$ cat src/rtl/lsu_xlat_req_ctrl_if.sv
// Bus bundle between LSU address generation, the MMU data port and the load/store consumer.
// The master modport is the translation request controller; slave is its environment.
interface lsu_xlat_req_ctrl_if #(
  parameter int unsigned TRANS_ID_BITS = 3
) ();

  typedef struct packed {
    logic [63:0] cause;
    logic [63:0] tval;
    logic        valid;
  } exception_t;

  logic                     flush_i;
  logic                     in_valid_i;
  logic                     in_ready_o;
  logic [63:0]              in_vaddr_i;
  logic [1:0]               in_size_i;
  logic                     in_is_store_i;
  logic [TRANS_ID_BITS-1:0] in_trans_id_i;
  logic                     lsu_req_o;
  logic [63:0]              lsu_vaddr_o;
  logic                     lsu_is_store_o;
  exception_t               misaligned_ex_o;
  logic                     lsu_dtlb_hit_i;
  logic                     lsu_valid_i;
  logic [63:0]              lsu_paddr_i;
  exception_t               lsu_exception_i;
  logic                     out_valid_o;
  logic                     out_ready_i;
  logic [63:0]              out_paddr_o;
  exception_t               out_exception_o;
  logic                     out_is_store_o;
  logic [TRANS_ID_BITS-1:0] out_trans_id_o;
  logic                     xlat_miss_o;

  modport master (
    input  flush_i, in_valid_i, in_vaddr_i, in_size_i, in_is_store_i, in_trans_id_i,
    input  lsu_dtlb_hit_i, lsu_valid_i, lsu_paddr_i, lsu_exception_i, out_ready_i,
    output in_ready_o, lsu_req_o, lsu_vaddr_o, lsu_is_store_o, misaligned_ex_o,
    output out_valid_o, out_paddr_o, out_exception_o, out_is_store_o, out_trans_id_o,
    output xlat_miss_o
  );

  modport slave (
    output flush_i, in_valid_i, in_vaddr_i, in_size_i, in_is_store_i, in_trans_id_i,
    output lsu_dtlb_hit_i, lsu_valid_i, lsu_paddr_i, lsu_exception_i, out_ready_i,
    input  in_ready_o, lsu_req_o, lsu_vaddr_o, lsu_is_store_o, misaligned_ex_o,
    input  out_valid_o, out_paddr_o, out_exception_o, out_is_store_o, out_trans_id_o,
    input  xlat_miss_o
  );

endinterface

$ cat src/rtl/lsu_xlat_req_ctrl.sv
// Translation request controller: accepts one LSU op, checks alignment, re-issues the MMU
// request until a translation or fault returns, then holds the result until consumed.
module lsu_xlat_req_ctrl #(
  parameter int unsigned TRANS_ID_BITS = 3
) (
  input logic                 clk_i,
  input logic                 rst_ni,
  lsu_xlat_req_ctrl_if.master bus
);

  typedef struct packed {
    logic [63:0] cause;
    logic [63:0] tval;
    logic        valid;
  } exception_t;

  localparam logic [63:0] LdAddrMisaligned = 64'd4;
  localparam logic [63:0] StAddrMisaligned = 64'd6;

  typedef enum logic [1:0] {StIdle, StXlat, StResult} state_e;

  state_e                   r_state, w_state_next;
  logic [63:0]              r_vaddr;
  logic                     r_is_store;
  logic [TRANS_ID_BITS-1:0] r_trans_id;
  exception_t               r_mis_ex;
  logic                     r_req;
  logic                     r_first;
  logic                     r_miss;
  logic [63:0]              r_paddr;
  exception_t               r_ex;

  logic       w_misaligned;
  exception_t w_mis_ex;
  logic       w_accept;
  logic       w_honour;
  logic       w_lsu_req;
  logic       w_in_ready;

  always_comb begin
    w_misaligned = 1'b0;
    unique case (bus.in_size_i)
      2'b00: w_misaligned = 1'b0;
      2'b01: w_misaligned = bus.in_vaddr_i[0];
      2'b10: w_misaligned = |bus.in_vaddr_i[1:0];
      2'b11: w_misaligned = |bus.in_vaddr_i[2:0];
      default: w_misaligned = 1'b0;
    endcase
    w_mis_ex = '0;
    if (w_misaligned) begin
      w_mis_ex.cause = bus.in_is_store_i ? StAddrMisaligned : LdAddrMisaligned;
      w_mis_ex.tval  = bus.in_vaddr_i;
      w_mis_ex.valid = 1'b1;
    end
  end

  always_comb begin
    w_state_next = r_state;
    w_in_ready   = 1'b0;
    w_accept     = 1'b0;
    w_honour     = 1'b0;
    w_lsu_req    = 1'b0;
    unique case (r_state)
      StIdle: begin
        w_in_ready = 1'b1;
        if (bus.in_valid_i && !bus.flush_i) begin
          w_accept     = 1'b1;
          w_state_next = StXlat;
        end
      end
      StXlat: begin
        // A valid without our previous-cycle request is a stale response; drop it.
        w_lsu_req = !bus.flush_i && !(bus.lsu_valid_i && r_req);
        w_honour  = bus.lsu_valid_i && r_req && !bus.flush_i;
        if (bus.flush_i)  w_state_next = StIdle;
        else if (w_honour) w_state_next = StResult;
      end
      StResult: begin
        if (bus.flush_i || bus.out_ready_i) w_state_next = StIdle;
      end
      default: w_state_next = StIdle;
    endcase
  end

  always_ff @(posedge clk_i or negedge rst_ni) begin
    if (!rst_ni) begin
      r_state    <= StIdle;
      r_vaddr    <= '0;
      r_is_store <= 1'b0;
      r_trans_id <= '0;
      r_mis_ex   <= '0;
      r_req      <= 1'b0;
      r_first    <= 1'b0;
      r_miss     <= 1'b0;
      r_paddr    <= '0;
      r_ex       <= '0;
    end else begin
      r_state <= w_state_next;
      r_req   <= w_lsu_req;
      r_miss  <= w_lsu_req && r_first && !bus.lsu_dtlb_hit_i;
      if (w_accept) begin
        r_vaddr    <= bus.in_vaddr_i;
        r_is_store <= bus.in_is_store_i;
        r_trans_id <= bus.in_trans_id_i;
        r_mis_ex   <= w_mis_ex;
        r_first    <= 1'b1;
      end else if (w_lsu_req) begin
        r_first <= 1'b0;
      end
      if (w_honour) begin
        r_paddr <= bus.lsu_paddr_i;
        r_ex    <= bus.lsu_exception_i;
      end
    end
  end

  assign bus.in_ready_o      = w_in_ready;
  assign bus.lsu_req_o       = w_lsu_req;
  assign bus.lsu_vaddr_o     = (r_state == StXlat) ? r_vaddr : '0;
  assign bus.lsu_is_store_o  = (r_state == StXlat) ? r_is_store : 1'b0;
  assign bus.misaligned_ex_o = (r_state == StXlat) ? r_mis_ex : '0;
  assign bus.out_valid_o     = (r_state == StResult);
  assign bus.out_paddr_o     = r_paddr;
  assign bus.out_exception_o = r_ex;
  assign bus.out_is_store_o  = r_is_store;
  assign bus.out_trans_id_o  = r_trans_id;
  assign bus.xlat_miss_o     = r_miss;

endmodule
$ cat src/flat_wrapper.sv
// flat-port wrapper written by rule: the top's interface ports become plain ports
module lsu_xlat_req_ctrl_flat 
#(
  parameter int unsigned TRANS_ID_BITS = 3
)
  (clk_i, rst_ni, bus_flush_i, bus_in_valid_i, bus_in_vaddr_i, bus_in_size_i, bus_in_is_store_i, bus_in_trans_id_i, bus_lsu_dtlb_hit_i, bus_lsu_valid_i, bus_lsu_paddr_i, bus_lsu_exception_i, bus_out_ready_i, bus_in_ready_o, bus_lsu_req_o, bus_lsu_vaddr_o, bus_lsu_is_store_o, bus_misaligned_ex_o, bus_out_valid_o, bus_out_paddr_o, bus_out_exception_o, bus_out_is_store_o, bus_out_trans_id_o, bus_xlat_miss_o);
  lsu_xlat_req_ctrl_if #(.TRANS_ID_BITS(TRANS_ID_BITS)) bus_i ();
  input logic clk_i;
  input logic rst_ni;
  input wire logic [$bits(bus_i.flush_i)-1:0] bus_flush_i;
  input wire logic [$bits(bus_i.in_valid_i)-1:0] bus_in_valid_i;
  input wire logic [$bits(bus_i.in_vaddr_i)-1:0] bus_in_vaddr_i;
  input wire logic [$bits(bus_i.in_size_i)-1:0] bus_in_size_i;
  input wire logic [$bits(bus_i.in_is_store_i)-1:0] bus_in_is_store_i;
  input wire logic [$bits(bus_i.in_trans_id_i)-1:0] bus_in_trans_id_i;
  input wire logic [$bits(bus_i.lsu_dtlb_hit_i)-1:0] bus_lsu_dtlb_hit_i;
  input wire logic [$bits(bus_i.lsu_valid_i)-1:0] bus_lsu_valid_i;
  input wire logic [$bits(bus_i.lsu_paddr_i)-1:0] bus_lsu_paddr_i;
  input wire logic [$bits(bus_i.lsu_exception_i)-1:0] bus_lsu_exception_i;
  input wire logic [$bits(bus_i.out_ready_i)-1:0] bus_out_ready_i;
  output wire logic [$bits(bus_i.in_ready_o)-1:0] bus_in_ready_o;
  output wire logic [$bits(bus_i.lsu_req_o)-1:0] bus_lsu_req_o;
  output wire logic [$bits(bus_i.lsu_vaddr_o)-1:0] bus_lsu_vaddr_o;
  output wire logic [$bits(bus_i.lsu_is_store_o)-1:0] bus_lsu_is_store_o;
  output wire logic [$bits(bus_i.misaligned_ex_o)-1:0] bus_misaligned_ex_o;
  output wire logic [$bits(bus_i.out_valid_o)-1:0] bus_out_valid_o;
  output wire logic [$bits(bus_i.out_paddr_o)-1:0] bus_out_paddr_o;
  output wire logic [$bits(bus_i.out_exception_o)-1:0] bus_out_exception_o;
  output wire logic [$bits(bus_i.out_is_store_o)-1:0] bus_out_is_store_o;
  output wire logic [$bits(bus_i.out_trans_id_o)-1:0] bus_out_trans_id_o;
  output wire logic [$bits(bus_i.xlat_miss_o)-1:0] bus_xlat_miss_o;
  assign bus_i.flush_i = bus_flush_i;
  assign bus_i.in_valid_i = bus_in_valid_i;
  assign bus_i.in_vaddr_i = bus_in_vaddr_i;
  assign bus_i.in_size_i = bus_in_size_i;
  assign bus_i.in_is_store_i = bus_in_is_store_i;
  assign bus_i.in_trans_id_i = bus_in_trans_id_i;
  assign bus_i.lsu_dtlb_hit_i = bus_lsu_dtlb_hit_i;
  assign bus_i.lsu_valid_i = bus_lsu_valid_i;
  assign bus_i.lsu_paddr_i = bus_lsu_paddr_i;
  assign bus_i.lsu_exception_i = bus_lsu_exception_i;
  assign bus_i.out_ready_i = bus_out_ready_i;
  assign bus_in_ready_o = bus_i.in_ready_o;
  assign bus_lsu_req_o = bus_i.lsu_req_o;
  assign bus_lsu_vaddr_o = bus_i.lsu_vaddr_o;
  assign bus_lsu_is_store_o = bus_i.lsu_is_store_o;
  assign bus_misaligned_ex_o = bus_i.misaligned_ex_o;
  assign bus_out_valid_o = bus_i.out_valid_o;
  assign bus_out_paddr_o = bus_i.out_paddr_o;
  assign bus_out_exception_o = bus_i.out_exception_o;
  assign bus_out_is_store_o = bus_i.out_is_store_o;
  assign bus_out_trans_id_o = bus_i.out_trans_id_o;
  assign bus_xlat_miss_o = bus_i.xlat_miss_o;
  lsu_xlat_req_ctrl #(.TRANS_ID_BITS(TRANS_ID_BITS)) u_core (.clk_i(clk_i), .rst_ni(rst_ni), .bus(bus_i));
endmodule
$ cat config.mk
export PLATFORM = sky130hd
export DESIGN_NAME = lsu_xlat_req_ctrl_flat
export DESIGN_NICKNAME = d
export VERILOG_FILES = /design/src/rtl/lsu_xlat_req_ctrl_if.sv /design/src/rtl/lsu_xlat_req_ctrl.sv /design/src/flat_wrapper.sv
export SDC_FILE = /design/constraint.sdc
export NUM_CORES = 1
export LEC_CHECK = 0
export BUFFER_PORTS_ARGS = -buffer_cell sky130_fd_sc_hd__buf_2
export CELL_PAD_IN_SITES_DETAIL_PLACEMENT = 0
export CELL_PAD_IN_SITES_GLOBAL_PLACEMENT = 2
export CORE_AREA = 2 2 262 264
export CTS_BUF_LIST = sky130_fd_sc_hd__clkbuf_2
export CTS_CLUSTER_DIAMETER = 100
export DETAILED_ROUTE_END_ITERATION = 7
export DIE_AREA = 0 0 264 266
export PLACE_DENSITY_LB_ADDON = 0.1
export SYNTH_ARGS = -nofsm -noshare
export SYNTH_HDL_FRONTEND = slang
export SYNTH_SLANG_ARGS = --single-unit
$ cat constraint.sdc
create_clock -name clk_i -period 1.9 [get_ports clk_i]
set_input_delay 0.285 -clock clk_i [delete_from_list [all_inputs] [get_ports clk_i]]
set_output_delay 0.285 -clock clk_i [all_outputs]
set_load 0.1 [all_outputs]
Word-level counts from Yosys, hierarchy flattened
Cells that the tools add are included.

Register bits: 395. Input bits: 270. Output and inout bits: 395.

Equal/unequal tests: 8. Muxes and demuxes: 18. Reductions and logical operators: 16.

Operator list (count): 129-bit two-way mux (2); 64-bit two-way mux (1); 2-bit two-way mux (5); 1-bit two-way mux (8); 2-bit equality test (second input constant) (3); 1-bit logical AND (6); 2-bit case mux with 3 select lines (1); 2-bit by 1-bit equality test with 1-bit output (second input constant) (2); 2-bit zero test (2); 2-bit by 1-bit != test with 1-bit output (second input constant) (2); 1-bit case mux with 4 select lines (1); 1-bit zero test (3); 3-bit by 2-bit != test with 1-bit output (second input constant) (1); 3-bit AND reduction (1); 3-bit OR reduction (1); 2-bit nonzero test (1); 2-bit OR reduction (1); 1-bit logical OR (1).

Logic depth before layout (Yosys ltp)
Gate-level depths: netlist of run 1.

Depth after elaboration: 6. Mapped depth: 6.

Least setup slack after synthesis of run 1
OpenSTA, ideal clock, no wires.

Path type: register to output. Start point: register u_core.r_state[1]. End point: output bus_misaligned_ex_o[67]. Arrival: 2.183 ns. Slack: -0.568 ns. Cell stages (with the launch flop): 6. Buffers on the path: 3. Cells stage by stage: dfrtp_1 > clkbuf_2 > nor2b_1 > clkbuf_1 > and2_1 > buf_4.

Cells in the longest elaborated chain, start to end: 2.

Ends and longest elaborated chain: start: declaration (line lsu_xlat_req_ctrl.sv:22) `state_e r_state, w_state_next;`; start signal: assignment (line lsu_xlat_req_ctrl.sv:87) `r_state <= StIdle;`; start signal: assignment (line lsu_xlat_req_ctrl.sv:98) `r_state <= w_state_next;`; 2-bit by 1-bit equality test with 1-bit output (line lsu_xlat_req_ctrl.sv:121) `assign bus.misaligned_ex_o = (r_state == StXlat) ? r_mis_ex : '0;`; 129-bit two-way mux (line lsu_xlat_req_ctrl.sv:121); end: declaration (line flat_wrapper.sv:25) `output wire logic [$bits(bus_i.misaligned_ex_o)-1:0] bus_misaligned_ex_o;`.

Every way passes these cells.

Worst setup path in the final report of run 1
Start point: register u_core.r_state[1]. End point: output bus_lsu_vaddr_o[32].

Cells in the longest elaborated chain, start to end: 2.

Ends and longest elaborated chain: 2-bit by 1-bit equality test with 1-bit output (line lsu_xlat_req_ctrl.sv:119) `assign bus.lsu_vaddr_o = (r_state == StXlat) ? r_vaddr : '0;`; 64-bit two-way mux (line lsu_xlat_req_ctrl.sv:119); end: declaration (line flat_wrapper.sv:23) `output wire logic [$bits(bus_i.lsu_vaddr_o)-1:0] bus_lsu_vaddr_o;`.

Every way passes these cells.

==> results of run 1 <==
## worst paths after layout
path,endpoint,slack (ns)
hold reg to reg,u_core.r_mis_ex[16]$_DFFE_PN0P_,0.47
max in group asynchronous,u_core.bus.out_exception_o[98]$_DFFE_PN0P_,0.86
setup / recovery,bus_lsu_vaddr_o[32],-0.76
min in group asynchronous,u_core.bus.out_exception_o[30]$_DFFE_PN0P_,0.32
hold / removal,u_core.r_mis_ex[1]$_DFFE_PN0P_,0.25
setup reg to reg,u_core.r_mis_ex[47]$_DFFE_PN0P_,-0.13
## logic make-up (layout without fill, tap and decap cells)
logic type	count (synthesis)	after routing	synth area share, %
and+or+nand+nor	413	413	14.2
buffers and inverters	129	1413	5.92
AOI/OAI and AO/OA	71	71	2.69
other	1	65	0.0276
muxes	193	193	16.0
DFF	332	332	61.1
## state kept, by name (all words and copies together) (netlist names)
register	count
u_core.bus.out_exception_o	129
u_core.bus.xlat_miss_o	1
u_core.r_mis_ex	66
u_core.r_vaddr	64
u_core.r_first	1
u_core.bus.out_is_store_o	1
u_core.bus.out_trans_id_o	3
u_core.bus.out_paddr_o	64
u_core.r_req	1
u_core.r_state	2
## cells in the final DEF, fill, tap and decap left out, types with 2 or more instances in the layout
| cell type | synthesis | layout |
|---|---|---|
| buf_2 | 18 | 268 |
| dfrtp_1 | 332 | 329 |
| clkbuf_16 | 0 | 20 |
| inv_2 | 0 | 2 |
| nor2b_4 | 0 | 2 |
| nand2_4 | 0 | 3 |
| nor4b_4 | 2 | 2 |
| inv_8 | 0 | 2 |
| o21ai_2 | 0 | 2 |
| diode_2 | 0 | 3 |
| clkinv_4 | 0 | 2 |
| and2_4 | 0 | 123 |
| buf_12 | 0 | 354 |
| and2_2 | 0 | 8 |
| dfrtp_2 | 0 | 3 |
| clkinv_1 | 0 | 22 |
| mux2_2 | 193 | 192 |
| nor2_4 | 0 | 2 |
| buf_4 | 79 | 31 |
| o21ai_1 | 12 | 30 |
| buf_6 | 0 | 16 |
| a21o_1 | 3 | 3 |
| buf_8 | 0 | 3 |
| nand2_2 | 0 | 9 |
| clkbuf_2 | 1 | 144 |
| buf_16 | 0 | 11 |
| nand2_1 | 272 | 260 |
| o21ai_0 | 55 | 35 |
| conb_1 | 1 | 62 |
| dlygate4sd3_1 | 0 | 535 |
## area by class of cell
cell class	instances	area, um^2	area share [%]
repair buffers	1238	15000	49.4
flip-flops and latches	332	8310	27.3
multi-input cells	739	5130	16.8
well taps	882	1100	3.62
clock buffers	144	721	2.37
clock inverters	30	148	0.485
diodes	3	7.51	0.0246
inverters	1	3.75	0.0123
## routing by layer
| layer | vias up | track usage, % | part of all wire (%) |
|---|---|---|---|
| met5 | - | 0 | 0.029 |
| met2 | 475 | 29.6 | 53 |
| met4 | 4 | 6.14 | 2.8 |
| met3 | 108 | 6.50 | 8.1 |
| met1 | 6473 | 18.1 | 36 |
| li1 | 6186 | - | - |
## per-stage QoR
stage / total power [mW] / setup TNS (ns) / cells / setup slack, ns
2_1_floorplan: 21.3 / -0.404 / 1200 / -0.230
3_3_place_gp: 25.0 / 0 / 2592 / 0.0928
3_5_place_dp: 25.1 / 0 / 2592 / 0.0837
4_1_cts: 35.7 / -185.63 / 3313 / -1.01
5_1_grt: 37.4 / -201.74 / 3369 / -0.976
6_report: 35.8 / -111.41 / 3369 / -0.762
## power by group through the flow
stage          Combinational (mW)  Sequential [mW]  Clock (mW)
2_1_floorplan                4.50             16.8           0
3_3_place_gp                 15.6             9.46           0
3_5_place_dp                 15.6             9.47           0
4_1_cts                      19.8             9.97        5.97
5_1_grt                      20.8             10.2        6.35
6_report                     20.2             10.0        5.59
## timing repair
action                                  CTS  global route
endpoints found under the setup margin  333           426
endpoints found under the hold margin   664             0
gates resized for setup                 818            94
buffers inserted                          8            26
pin swaps                                 6             7
hold buffers                            537             0
cloned                                    2            30
## worst min-delay path, delay by kind of cell
| kind | cells | cell delay (ns) |
|---|---|---|
| buf+inv | 2 | 0.65 |
| compound gates | 2 | 0.26 |
==> results.ini, run 1 <==
[logic_synthesis]
ys_ff_latch = 332
synth_edf_count = 0
yosys_warnings = 0
synth_most_common_cell = dfrtp_1
ys.flop_type = dfrtp_1
synth_common_cells = dfrtp_1 (332), nand2_1 (272), mux2_2 (193), and2_1 (131), buf_4 (79)
synth_seq_area_share_pct = 61.1
async_reset_ff_share_pct = 100
synthCells = 1139
synth_top_area_share_pct = 61.1
yosysTopAreaCell = dfrtp_1
avgSynthCellArea_um2 = 11.9
synth_cell_types = 21
synthTopCellsByArea = dfrtp_1 (61%), mux2_2 (16%), nand2_1 (7.5%)
netlist_area_um2 = 13600

[cells_and_area]
fin_util_pct = 45.0
design_area_um2 = 30500
nets = 2681
syn2layout_area_growth_pct = 124
drive_gt1_share_pct = 48.6
nFillCells = 6361

[cts]
cts_buffer_depth = 3
cts_sinks = 332
clkLatencyLatePin_ns = 1.07
tritoncts = done
numCtsBuffers = 99
clk_pin_slew_ns = 0.11
cts-root-buf = clkbuf_2
htree_num_levels = 3

[timing]
min_period_ns = 2.66
setup_viol = 415
layout_setup_ws_ns = -0.762
rsz0062_at_grt = true
fmax_mhz = 376
finalHoldViolCount = 0
finClkSkew_ns = 0.0950
fin_crit_sh_pct = 140
slew_viol_final = 0
hold_ws_ns = 0.246

[die]
die-area_um2 = 70200
io_pins = 665
core-area_um2 = 67700
row_count = 96
dieHeight_um = 266
start_util_pct = 20.1
die_w_um = 264

[worst_setup_path]
cp.buffers_inverters = 3
cp.depth = 5
cp_top_family = buffers and inverters
critPathLaunch = u_core.r_state[1]$_DFFE_PN0P_
cp_common_cell = buf_12
critPathLaunchType = flop
critPathKind = reg2out
worstPathRequired_ns = 1.62
timing.rr.start = u_core.r_state[0]$_DFFE_PN0P_
cp-end-kind = output pin
worstPathArrival_ns = 2.38
critPathSlowestCell = dfrtp_2
crit_chain = nor2b_4 > buf_12 > buf_16 > and2_4 > buf_12
cpPeakStageDelay_ns = 0.44
crit_fanout = 17
r2r_cells = 8

[route]
drc = 0
antenna_left = 0
drtIter0Drc = 354
routedWlPerCell_um = 19.3
drt_pass1_iterations = 4
via_per_inst = 3.93
wl_um = 65200
via_count = 13200

[grt]
grt_antenna_before_repair = 4
grt_pass1_vias = 14400
overflow = 0
grt_pass1_wl_um = 89300
grt_usage_pct = 16.7
grt_max_degree = 84

[placement]
dp_hpwl_um = 40600
gp_congestion = 0.739
port_buffers = 602
place_area_um2 = 20000

[pwr]
p_seq_share_pct = 28.0
clock_power_share_pct = 15.6
p_switching_mw = 17.6
cellInternalPower_mw = 18.2
total_leakage_power_nw = 14.5
p_per_area_nw_per_um2 = 1170
switching_share_pct = 49.2
max-vdd-ir-drop_v = 0.000783
pwr-share-comb_pct = 56.4

[worst_hold_path]
hp-start = bus_in_size_i[0]
hold_depth = 4
hold_path.class = in2reg

[run]
cap_violations = 0

[status]
run_status = complete, but fails checks
violations = setup timing

Note: power is estimated with default switching activity, not from simulation.
==> run 2: changes to the inputs <==
PLACE_DENSITY = 0.67   (was default)
PLACE_DENSITY_LB_ADDON = default   (was 0.1)
==> run 2 against run 1 <==
The run still ends with setup timing left. Flip-flop and latch count unchanged. Worst hold slack got worse by 0.019 ns. Core utilization increased by 0.70 points. Clock skew decreased by 0.015 ns. Setup slack got worse by 0.16 ns. Highest routed layer unchanged.
==> results.ini, run 2 (synthesis gave the netlist of run 1 again) <==
[status]
run_status = complete, but fails checks
violations = setup timing

[route]
drt_pass1_iterations = 4
antenna_left = 0
routedWlPerCell_um = 18.7
drc = 0
wl_um = 64100
via_count = 13600
via_per_inst = 3.96
drtIter0Drc = 454

[worst_setup_path]
crit_fanout = 13
critPathLaunchType = flop
cp-end-kind = output pin
worstPathArrival_ns = 2.54
r2r_cells = 7
worstPathRequired_ns = 1.62
critPathKind = reg2out

[cts]
htree_num_levels = 3
cts_sinks = 332
numCtsBuffers = 95
clkLatencyLatePin_ns = 1.08
tritoncts = done
cts_buffer_depth = 3
cts-root-buf = clkbuf_2
clk_pin_slew_ns = 0.09

[placement]
port_buffers = 602
post-place-cells = 2613
place_area_um2 = 20100
dp_hpwl_um = 38500
gp_congestion = 0.783

[grt]
met1_usage_pct = 18.2
grt_pass1_vias = 14900
grt_usage_pct = 16.7
grt_pass1_wl_um = 89900
grt_util_met3_pct = 5.32
grt_antenna_before_repair = 10
grt.busiest_layer = met2
grt_use_met2_pct = 30.1
overflow = 0
grt_max_degree = 66

[timing]
fmax_mhz = 354
min_period_ns = 2.82
fin_crit_sh_pct = 148
setup_viol = 403
layout_setup_ws_ns = -0.921
rsz0062_at_grt = true
finalHoldViolCount = 0
fin_tns_setup_ns = -128.08
slew_viol_final = 0
finClkSkew_ns = 0.0804

[die]
dieHeight_um = 266
core-area_um2 = 67700
start_util_pct = 20.1
die_w_um = 264
row_count = 96
die-area_um2 = 70200
io_pins = 665

[pwr]
max-vdd-ir-drop_v = 0.00103
p_per_area_nw_per_um2 = 1160
total_leakage_power_nw = 14.8

[cells_and_area]
largest_reg_flops = 129
syn2layout_area_growth_pct = 128
nets = 2731
regArea_um2 = 8320
design_area_um2 = 30900
mostFrequentLayoutCells = dlygate4sd3_1 (536), buf_12 (362), dfrtp_1 (325), nand2_1 (271), buf_2 (269)
multi_input_area_um2 = 5100
final_common_cell = dlygate4sd3_1
drive_gt1_share_pct = 49.1
nFillCells = 5958
stdcell_count = 3426

[worst_hold_path]
hold_path.class = in2reg
hold_depth = 3

[run]
cap_violations = 0

run 2: changes by cell type in the layout (fill, tap and decap cells not counted), moves of 5 or more:
cell       change
buf_12         +8
buf_4         +43
buf_6          -6
buf_8         +13
clkbuf_16      -8
clkbuf_2       -5
diode_2        +8
mux2_2         -6
mux2_4         +6
nand2_1       +11
nand2_2        -8
o21ai_0       +10
o21ai_1        -8
run 2: cell type report:
cell class	count	share of cell area [%]
antenna	11	0.0890
clock buffer	139	2.25
clock inverter	30	0.550
inverter	1	0.0202
multi-input combinational	739	16.5
sequential	332	26.9
tap	882	3.57
timing repair buffer	1292	50.2
run 2: power breakdown:
group,internal [mW],switching [mW],total [mW]
clock network,2.03,3.42,5.45
logic,7.64,12.7,20.3
registers,8.61,1.51,10.1
total,18.3,17.6,35.9
run 2: stage by stage:
| step | setup slack, ns | power (mW) | utilization [%] | hold slack [ns] |
|---|---|---|---|---|
| floorplan | -0.230 | 21.3 | - | -0.0106 |
| global placement | -0.00338 | 25.0 | 29.7 | 0.236 |
| detailed placement | -0.0178 | 25.1 | 29.7 | 0.245 |
| CTS | -1.17 | 35.6 | 44.2 | 0.0347 |
| global route | -1.19 | 37.3 | 45.7 | 0.0233 |
| finish | -0.921 | 35.9 | 45.7 | 0.227 |
run 2: timing repair:
action | 4_1_cts | 5_1_grt
setup endpoints to repair | 428 | 582
pin swaps | 23 | 25
endpoints found under the hold margin | 664 | 0
resized for setup | 840 | 90
hold buffers | 538 | 0
buffers inserted | 21 | 55
gates cloned | 12 | 14
run 2: routing by layer:
metal	up-vias	wire length, um	share of wire [%]
met1	6621	24200	38
li1	6307	-	-
met4	2	2180	3.4
met3	130	4270	6.7
met2	522	33400	52
met5	-	13	0.020
run 2: worst max-delay path, stage by stage, from the launching register on:
cell     delay (ns)
dfrtp_1        0.40
buf_6          0.13
nor2b_4        0.18
buf_12         0.19
buf_12         0.15
and2_4         0.19
buf_12         0.18
run 2: path summary, 6_finish.rpt:
check / startpoint / endpoint / slack (ns)
worst max-delay path: u_core.r_state[1]$_DFFE_PN0P_ / bus_lsu_vaddr_o[16] / -0.92
worst min-delay path: bus_lsu_paddr_i[58] / u_core.bus.out_paddr_o[58]$_DFFE_PN0P_ / 0.23
worst max register to register: u_core.r_state[1]$_DFFE_PN0P_ / u_core.bus.out_exception_o[69]$_DFFE_PN0P_ / -0.07
worst min register to register: u_core.r_vaddr[54]$_DFFE_PN0P_ / u_core.r_vaddr[54]$_DFFE_PN0P_ / 0.47
max in group asynchronous: rst_ni / u_core.bus.out_paddr_o[57]$_DFFE_PN0P_ / 0.81
min in group asynchronous: rst_ni / u_core.r_vaddr[2]$_DFFE_PN0P_ / 0.35
